**src/rtl/pipe_reg_pkg.sv**
```systemverilog
// pipe_reg_pkg: default sizes and count-width helper for the pipe_reg slice
package pipe_reg_pkg;
   localparam int DEF_WIDTH = 8;
   localparam int DEF_DEPTH = 4;
   function automatic int cnt_w(input int depth);
      return $clog2(depth + 1);
   endfunction
endpackage

```
**src/rtl/pipe_reg_stage.sv**
```systemverilog
// pipe_reg_stage: one data register plus valid bit; PIPE_REG_DATA_CLEAR_EN adds data clear on reset/flush
module pipe_reg_stage
   import pipe_reg_pkg::*;
#(
   parameter int WIDTH = DEF_WIDTH
) (
   input  logic             clk,
   input  logic             reset,
   input  logic             en,
   input  logic             flush,
   input  logic             d_valid,
   input  logic [WIDTH-1:0] d,
   output logic             q_valid,
   output logic [WIDTH-1:0] q
);
   logic             valid_d, valid_q;
   logic [WIDTH-1:0] data_d, data_q;
   // flush clears the valid bit; en advances; otherwise both hold
   always_comb begin
      valid_d = flush ? 1'b0 : (en ? d_valid : valid_q);
`ifdef PIPE_REG_DATA_CLEAR_EN
      data_d  = flush ? '0 : (en ? d : data_q);
`else
      data_d  = (en && !flush) ? d : data_q;
`endif
   end
   // valid bit is always reset so in-flight samples vanish immediately
   always_ff @(posedge clk or posedge reset)
      if (reset) valid_q <= 1'b0;
      else       valid_q <= valid_d;
`ifdef PIPE_REG_DATA_CLEAR_EN
   // data register cleared by reset when clearing is built in
   always_ff @(posedge clk or posedge reset)
      if (reset) data_q <= '0;
      else       data_q <= data_d;
`else
   // data register carries no reset
   always_ff @(posedge clk)
      data_q <= data_d;
`endif
   assign q_valid = valid_q;
   assign q       = data_q;
endmodule

```
**src/rtl/pipe_reg.sv**
```systemverilog
// pipe_reg: DEPTH-stage enabled pipeline with valid tracking and fill count; macro PIPE_REG_DATA_CLEAR_EN clears data on reset/flush
module pipe_reg
   import pipe_reg_pkg::*;
#(
   parameter  int WIDTH = DEF_WIDTH,
   parameter  int DEPTH = DEF_DEPTH,
   localparam int CW    = cnt_w(DEPTH)
) (
   input  logic             clk,
   input  logic             reset,
   input  logic             en,
   input  logic             flush,
   input  logic             d_valid,
   input  logic [WIDTH-1:0] d,
   output logic             q_valid,
   output logic [WIDTH-1:0] q,
   output logic [CW-1:0]    fill,
   output logic             full,
   output logic             empty
);
   logic [DEPTH:0]            sv;
   logic [DEPTH:0][WIDTH-1:0] sd;
   logic [CW-1:0]             fill_d, fill_q;
   assign sv[0] = d_valid;
   assign sd[0] = d;
   for (genvar g = 0; g < DEPTH; g++) begin : g_stage
      pipe_reg_stage #(.WIDTH(WIDTH)) u_stage (
         .clk     (clk),
         .reset   (reset),
         .en      (en),
         .flush   (flush),
         .d_valid (sv[g]),
         .d       (sd[g]),
         .q_valid (sv[g+1]),
         .q       (sd[g+1])
      );
   end
   // fill tracks valid stages: entry adds, exit subtracts, both together cancel
   always_comb
      fill_d = flush ? '0 : (en ? fill_q + CW'(d_valid) - CW'(sv[DEPTH]) : fill_q);
   // fill register with async reset
   always_ff @(posedge clk or posedge reset)
      if (reset) fill_q <= '0;
      else       fill_q <= fill_d;
   assign q_valid = sv[DEPTH];
   assign q       = sd[DEPTH];
   assign fill    = fill_q;
   assign full    = fill_q == CW'(DEPTH);
   assign empty   = fill_q == '0;
endmodule

```
**config.mk**
```make
export PLATFORM = sky130hd
export DESIGN_NAME = pipe_reg
export DESIGN_NICKNAME = d
export VERILOG_FILES = /design/src/rtl/pipe_reg_pkg.sv /design/src/rtl/pipe_reg_stage.sv /design/src/rtl/pipe_reg.sv
export SDC_FILE = /design/constraint.sdc
export NUM_CORES = 1
export LEC_CHECK = 0
export ABC_AREA = 1
export CORE_MARGIN = 4
export CORE_UTILIZATION = 45
export DETAILED_ROUTE_END_ITERATION = 10
export GPL_TIMING_DRIVEN = 0
export PLACE_DENSITY_LB_ADDON = 0.12
export SETUP_SLACK_MARGIN = 0.2
export SLEW_MARGIN = 20
export SYNTH_ARGS = -nofsm -noshare
export SYNTH_HDL_FRONTEND = slang
export SYNTH_SLANG_ARGS = --single-unit
```
**constraint.sdc**
```tcl
create_clock -name clk -period 3.7 [get_ports clk]
set_input_delay 0.74 -clock clk [delete_from_list [all_inputs] [get_ports clk]]
set_output_delay 0.74 -clock clk [all_outputs]
set_load 0.01 [all_outputs]
```
-- Word-level counts from Yosys, hierarchy flattened
Index checks and enable logic that the tools add are counted.
- bits in registers: 39
- bits of input ports: 13
- output and inout port bits: 14
- word-level logic and storage cells: 26
- add/subtract/negate cells: 2
- equal/unequal tests: 1
- muxes and demuxes: 10
- reduce and logical (&&, ||, !) cells: 4
- operator list (kind ; count):
    $mux 1 ; 8
    $mux 3 ; 2
    $add 3x1->3 ; 1
    $eq 3x3->1 const B ; 1
    $logic_not 3->1 ; 1
    $sub 3x1->3 ; 1
    $reduce_bool 2->1 ; 1
    $logic_and 1x1->1 ; 1
    $logic_not 1->1 ; 1

-- Longest topological paths before layout
Gate-level depths: netlist of run 1.
- depth after elaboration: 4
- gate-level depth with buffers: 12
- gate-level depth less buffers: 12

-- Modules after synthesis
Synthesis of run 1 repeated with hierarchy kept, for this count alone.
- cell total of the unflattened synthesis: 96
- area, all modules: 1407.6 sq um
- by module, submodules not included (module ; instances ; cells each ; area each (sq um) ; seq. area each (sq um)):
    pipe_reg_stage ; 4 ; 17 ; 296.5 ; 265.3
    pipe_reg ; 1 ; 28 ; 221.5 ; 75.1

-- Worst setup path after synthesis of run 1
OpenSTA, ideal clock, no wires.
- path kind: reg2reg
- start point: register fill_q[0], in the netlist fill[0]
- end point: register fill_q[2], in the netlist fill[2]
- setup time: 118 ps
- arrival time: 1645 ps
- data required time: 3582 ps
- path slack: 1937 ps
- cell stages (with the launch flop): 13
- buffers on the path: 0
- clock period less this slack: 1763 ps
- cell sequence: dfrtp_1 > inv_1 > ha_1 > inv_1 > ha_1 > inv_1 > fa_1 > inv_1 > nand2_1 > nand2_1 > nand2_1 > nand3_1 > nand2_1
- word-level cells in the longest chain between the ends: 4
- ends and longest elaborated chain (element ; line ; text):
    start: declaration ; pipe_reg.sv:23 ; logic [CW-1:0] fill_d, fill_q;
    start signal: assignment ; pipe_reg.sv:44 ; else fill_q <= fill_d;
    $add 3x1->3 ; pipe_reg.sv:40 ; fill_d = flush ? '0 : (en ? fill_q + CW'(d_valid) - CW'(sv[DEPTH]) : fill_q);
    $sub 3x1->3 ; pipe_reg.sv:40 ;
    $mux 3 (2 in series) ; pipe_reg.sv:40 ;
No other way between the ends. The select of a mux whose other input is x is not followed.
A chain may end at the register's enable or synchronous reset.

-- Worst setup path in the final report of run 1
- start point: register fill_q[1], in the netlist fill[1]
- end point: output full
- word-level cells in the longest chain between the ends: 1
- ends and longest elaborated chain (element ; line ; text):
    $eq 3x3->1 ; pipe_reg.sv:48 ; assign full = fill_q == CW'(DEPTH);
    end: declaration ; pipe_reg.sv:18 ; output logic full,
No other way between the ends.

==> impl_metrics.py, run 1 <==
metrics = {
    "cts": {
        "cts_root_buffer": "clkbuf_4",
        "ctsHoldBuffers": 0,
        "cts_num_sinks": 39,
        "numCtsBuffers": 5,
        "clock_latency_ns": 0.34,
        "cts_tree": "done",
        "clkSlewWorstSetupHoldPaths_ns": 0.12,
        "clk_path_buf_depth": 2,
        "cts_setup_buffers": 0,
        "cts-resized-gates": 0,
        "h-tree-depth": 2,
    },
    "setup_path": {
        "worstPathBufferInverterCount": 1,
        "startpoint_type": "flop",
        "critPathRequiredTime_ns": 2.96,
        "ff2ff_path_depth": 12,
        "critPathKind": "reg -> out",
        "crit_family": "buffers and inverters",
        "critPathMaxStageDelay_ns": 0.56,
        "cp.depth": 2,
        "worstPathArrival_ns": 1.56,
        "worstPathMaxFanout": 6,
        "slowest_stage": "clkdlybuf4s50_1",
        "end_kind": "output port",
        "worstPathCellList": "nor3_1, clkdlybuf4s50_1",
    },
    "floorplanning": {
        "fp.dieH_um": 62.6,
        "start_util": 0.479,
        "pin_count": 27,
        "core-area_um2": 2810,
        "floorplan.rows": 19,
        "dieArea_um2": 3920,
        "die_w_um": 62.6,
    },
    "logic_synthesis": {
        "yosysTopAreaCell": "edfxtp_1",
        "yosysUniqueCellTypes": 14,
        "synth_top_area_share": 0.715,
        "seq_area_frac_synth": 0.845,
        "ys_seq_elements": 39,
        "synth.avg_cell_area_um2": 17.7,
        "synth.cell_area_um2": 1340,
        "synthCells": 76,
        "yosys_warnings": 0,
        "synth_area_leaders": "edfxtp_1 72%, dfrtp_1 13%, inv_1 2.8%",
        "syn_nets": 92,
    },
    "power_and_ir_drop": {
        "vdd_ir_drop_max_v": 0.000345,
        "powerDensity_nw_per_um2": 482,
        "p_leak_nw": 0.643,
    },
    "cells_and_area": {
        "final_nets": 125,
        "area_growth_syn_to_layout_pct": 28.3,
        "drive_gt1_frac": 0.136,
        "fin_util": 0.615,
        "final.fill_count": 224,
        "insertedDiodeCount": 0,
        "stdcell_area_um2": 1720,
        "multi_input_area_um2": 159,
        "seqCellArea_um2": 1140,
    },
    "grt": {
        "antenna_found_initial": 0,
        "overflow": 0,
        "grt_first_pass_wirelength_um": 2990,
        "grt_pass1_vias": 709,
        "grt_use_total": 0.102,
        "grt_max_degree": 37,
    },
    "placement": {
        "place_ws_ns": 1.29,
        "placed_area_um2": 1640,
        "io_buffers": 26,
        "place.gp.congestion": 0.702,
        "dp.final_hpwl_um": 1160,
    },
    "detailed_routing": {
        "ant_nets": 0,
        "vias": 691,
        "wirelength_um": 1730,
        "drt_iter0_markers": 30,
        "dr.pass1.iters": 2,
        "viasPerCell": 4.90,
        "wl_per_cell_um": 12.2,
        "drc": 0,
    },
    "worst_hold_path": {
        "hold_depth": 0,
        "holdCritPathClass": "reg -> reg",
    },
    "sta": {
        "timing.final.crit_share": 0.621,
        "slew_headroom": 0.389,
        "worst_pin_slew_ns": 0.914,
        "rsz0062_at_grt": "no",
        "max_freq_mhz": 435,
        "fin_ws_ns": 1.40,
        "finClkSkew_ns": 0.00803,
        "setup_violations": 0,
        "period_minus_slack_ns": 2.30,
        "hold_ws_ns": 0.425,
        "fin_setup_tns_ns": 0,
        "slew_violations": 0,
        "hold_violations": 0,
    },
    "run_status": {
        "outcome": "finished, final reports clean",
    },
    "flow_run": {
        "drv_cap": 0,
    },
}
==> path summary, 6_finish.rpt <==
path	start	to	slack, ns
setup / recovery	fill[1]	full	1.40
hold / removal	g_stage[2].u_stage.q[2]	g_stage[3].u_stage.q[2]	0.43
setup reg to reg	fill[0]	fill[2]	1.84
hold reg to reg	g_stage[2].u_stage.q[2]	g_stage[3].u_stage.q[2]	0.43
max in group asynchronous	reset	fill[2]	2.87
min in group asynchronous	reset	g_stage[1].u_stage.q_valid	0.62
==> worst register-to-register path, delay by kind of cell, from the launching register on <==
kind / cells / cell delay [ns]
buffers and inverters: 4 / 0.26
AND/OR/NAND/NOR: 5 / 0.31
flip-flops: 1 / 0.41
adder cells (fa/ha/maj): 3 / 0.80
==> synth_stat cells (all sizes together) <==
master / count
inv: 13
dfrtp: 7
nand3: 4
nor2: 1
nor3: 2
o21ai: 3
edfxtp: 32
o22ai: 3
ha: 2
nand2: 8
fa: 1
==> state kept, by name, indices dropped and copies added, names as in the netlist <==
signal,flops
fill,3
g_stage.u_stage.q_valid,4
g_stage.u_stage.q,32
==> cell usage in the layout (no fill, tap or decap), types with 3 or more instances in the layout <==
| cell type | synthesis | routed |
|---|---|---|
| clkdlybuf4s50_1 | 0 | 26 |
| dfrtp_1 | 7 | 7 |
| inv_2 | 3 | 3 |
| nand2_1 | 6 | 6 |
| o22ai_1 | 3 | 3 |
| inv_1 | 10 | 10 |
| edfxtp_1 | 32 | 32 |
| nand3_1 | 4 | 4 |
| clkbuf_4 | 0 | 5 |
==> layout make-up <==
| type | instances | share of cell area |
|---|---|---|
| flip-flops and latches | 39 | 0.659 |
| repair buffers | 26 | 0.151 |
| multi-input cells | 24 | 0.0922 |
| inverters | 13 | 0.0283 |
| clock inverters | 3 | 0.0254 |
| well taps | 31 | 0.0225 |
| clock buffers | 5 | 0.0218 |
==> per-layer routing <==
| metal | routed length, µm | part of all wire | up-vias | GRT usage |
|---|---|---|---|---|
| met2 | 833 | 0.48 | 25 | 0.172 |
| met4 | 34 | 0.020 | 0 | 0.0606 |
| met3 | 142 | 0.082 | 5 | 0.0594 |
| li1 | - | - | 336 | - |
| met1 | 716 | 0.41 | 325 | 0.0942 |
| met5 | 0 | 0 | - | 0 |
==> report_power, final <==
group | total (W) | internal, W | switching, W
registers | 0.000501 | 0.000494 | 0.00000637
logic | 0.0000552 | 0.0000289 | 0.0000262
clock network | 0.000276 | 0.000142 | 0.000134
==> cell families after synthesis <==
family	after synthesis	synth area share
buffers and inverters	13	0.0363
adder cells (fa/ha/maj)	3	0.0335
AO/OA/AOI/OAI	6	0.0279
flip-flops	39	0.845
AND/OR/NAND/NOR	15	0.0568
==> per-stage QoR <==
step,total power [W],instances
after CTS,0.000844,141
after global placement,0.000565,133
after detailed placement,0.000567,133
final,0.000832,141
after global routing,0.000872,141
after floorplan,0.000533,76
Power figures use the tool's default switching activity.
==> run 2, diff against run 1 <==
- CORE_UTILIZATION: 45 -> 44
- clock period: 3.7 -> 2.1 ns (I/O delays scaled with it)
==> run 2 against run 1 <==
Non-clock buffer count grew 2. Cell count grew 1.4%. Total power grew 75%. Routed wire length shrank 0.29%. Sequential share of layout area shrank 0.36 points. Sequential power grew 76%. Setup slack lost 1.1 ns. Utilization shrank 0.12 points. Register-to-register slack lost 1.5 ns. Clock power grew 73%. Hold slack lost 0.13 ns. Global-route usage shrank 0.36 points.
==> impl_metrics.py, run 2 (same netlist as run 1, synthesis figures left out) <==
metrics = {
    "detailed_routing": {
        "viasPerCell": 4.72,
        "dr.pass1.iters": 4,
        "ant_nets": 0,
        "drc": 0,
        "drt_iter0_markers": 38,
        "vias": 675,
        "wirelength_um": 1720,
        "wl_per_cell_um": 12.0,
    },
    "power_and_ir_drop": {
        "p_seq_frac": 0.605,
        "comb_power_share": 0.067,
        "p_leak_nw": 0.653,
        "powerDensity_nw_per_um2": 839,
        "swShare": 0.199,
        "p_switching_w": 0.000290,
        "internal-power_w": 0.00117,
        "pwr-share-clk": 0.328,
        "vdd_ir_drop_max_v": 0.000514,
    },
    "grt": {
        "grt_pass1_vias": 663,
        "antenna_found_initial": 0,
        "grt_use_total": 0.0983,
        "grt_max_degree": 37,
        "grt_first_pass_wirelength_um": 2900,
        "overflow": 0,
    },
    "sta": {
        "hold_violations": 0,
        "fin_setup_tns_ns": 0,
        "worst_pin_slew_ns": 0.913,
        "setup_violations": 0,
        "slew_violations": 0,
        "timing.final.crit_share": 0.860,
        "slew_headroom": 0.390,
        "rsz0062_at_grt": "no",
        "period_minus_slack_ns": 1.81,
        "finClkSkew_ns": 0.00659,
        "max_freq_mhz": 553,
    },
    "flow_run": {
        "drv_cap": 0,
    },
    "setup_path": {
        "r2r_start": "g_stage[3].u_stage.q_valid",
        "worstPathMaxFanout": 3,
        "worstPathArrival_ns": 1.39,
        "critPathKind": "reg -> out",
        "startpoint_type": "flop",
        "crit_start": "g_stage[3].u_stage.q_valid",
        "critPathRequiredTime_ns": 1.68,
        "regToRegEndpoint": "fill[2]",
        "rrSetupSlack_ns": 0.37,
        "end_kind": "output port",
        "ff2ff_path_depth": 11,
    },
    "worst_hold_path": {
        "holdCritPathClass": "in -> async",
    },
    "cells_and_area": {
        "drive_gt1_frac": 0.161,
        "fin_util": 0.613,
        "layout_common_cells": "32 x edfxtp_1, 24 x clkdlybuf4s50_1, 10 x inv_1",
        "insertedDiodeCount": 0,
        "final.fill_count": 211,
        "largest_register_ffs": 32,
        "layout_commonest_cell": "edfxtp_1",
        "seqCellArea_um2": 1140,
        "area_growth_syn_to_layout_pct": 29.1,
        "multi_input_area_um2": 161,
        "final_nets": 127,
    },
    "placement": {
        "dp.final_hpwl_um": 1050,
        "io_buffers": 26,
        "place.gp.congestion": 0.717,
    },
    "floorplanning": {
        "die_w_um": 63.3,
        "fp.dieH_um": 63.3,
        "dieArea_um2": 4000,
        "floorplan.rows": 19,
        "pin_count": 27,
        "core-area_um2": 2830,
        "start_util": 0.475,
    },
    "cts": {
        "cts_num_sinks": 39,
        "clock_latency_ns": 0.34,
        "clk_path_buf_depth": 2,
        "clkSlewWorstSetupHoldPaths_ns": 0.11,
        "h-tree-depth": 2,
        "numCtsBuffers": 5,
        "cts_root_buffer": "clkbuf_4",
        "ctsHoldBuffers": 0,
        "cts_tree": "done",
    },
    "run_status": {
        "outcome": "finished, final reports clean",
    },
}
## run 2: cell count changes in the layout (fill, tap and decap cells not counted)
cell | before | now
dlygate4sd2_1 | 0 | 2
clkinv_4 | 1 | 0
buf_4 | 0 | 2
fa_2 | 0 | 1
fa_1 | 1 | 0
dfrtp_1 | 7 | 6
clkdlybuf4s50_1 | 26 | 24
dfrtp_2 | 0 | 1
clkinv_1 | 0 | 1
## run 2: through the flow
step / total power [W] / cells / area, µm² / hold slack, ns / worst slack, ns
2_1_floorplan: 0.000939 / 76 / 1340 / 0.223 / 0.337
5_1_grt: 0.00153 / 143 / 1740 / 0.308 / 0.201
3_5_place_dp: 0.000998 / 133 / 1640 / 0.405 / 0.0101
4_1_cts: 0.00147 / 141 / 1720 / 0.298 / 0.263
3_3_place_gp: 0.000994 / 133 / 1640 / 0.401 / 0.0517
6_report: 0.00146 / 143 / 1740 / 0.291 / 0.293
## run 2: cell type report
class                      instances  share of cell area
inverter                          13              0.0281
sequential                        39               0.655
tap                               31              0.0224
clock buffer                       5              0.0216
clock inverter                     3              0.0224
multi-input combinational         24              0.0930
timing repair buffer              28               0.157
## run 2: how the worst max path moves through the flow
stage / endpoint / slack [ns] / depth (start not counted)
2_1_floorplan: fill[2] / 0.34 / 12
3_3_place_gp: g_stage[2].u_stage.q[6] / 0.05 / 3
3_5_place_dp: g_stage[1].u_stage.q_valid / 0.01 / 5
4_1_cts: fill[2] / 0.26 / 12
5_1_grt: fill[2] / 0.20 / 11
6_report: q_valid / 0.29 / 2
## run 2: per-layer routing
layer | track usage | routed length [µm]
met2 | 0.144 | 726
met4 | 0.0485 | 31
met5 | 0 | 0
met1 | 0.111 | 810
met3 | 0.0639 | 152
## run 2: worst max-delay path, cell delays in order, from the launching register on
cell,delay [ns]
dfrtp_1,0.40
buf_4,0.13
clkdlybuf4s50_1,0.52
## run 2: repair_timing
| item | 4_1_cts | 5_1_grt |
|---|---|---|
| pin swaps | 0 | 0 |
| endpoints found under the setup margin | 2 | 1 |
| gates resized for setup | 3 | 1 |
| buffers inserted | 0 | 2 |
## run 2: power by group through the flow
stage	combinational (W)	sequential, W	clock [W]
floorplan	0.0000382	0.000901	0
global placement	0.0000961	0.000898	0
detailed placement	0.0000980	0.000900	0
CTS	0.0000955	0.000882	0.000494
global route	0.000109	0.000886	0.000531
finish	0.0000974	0.000881	0.000478
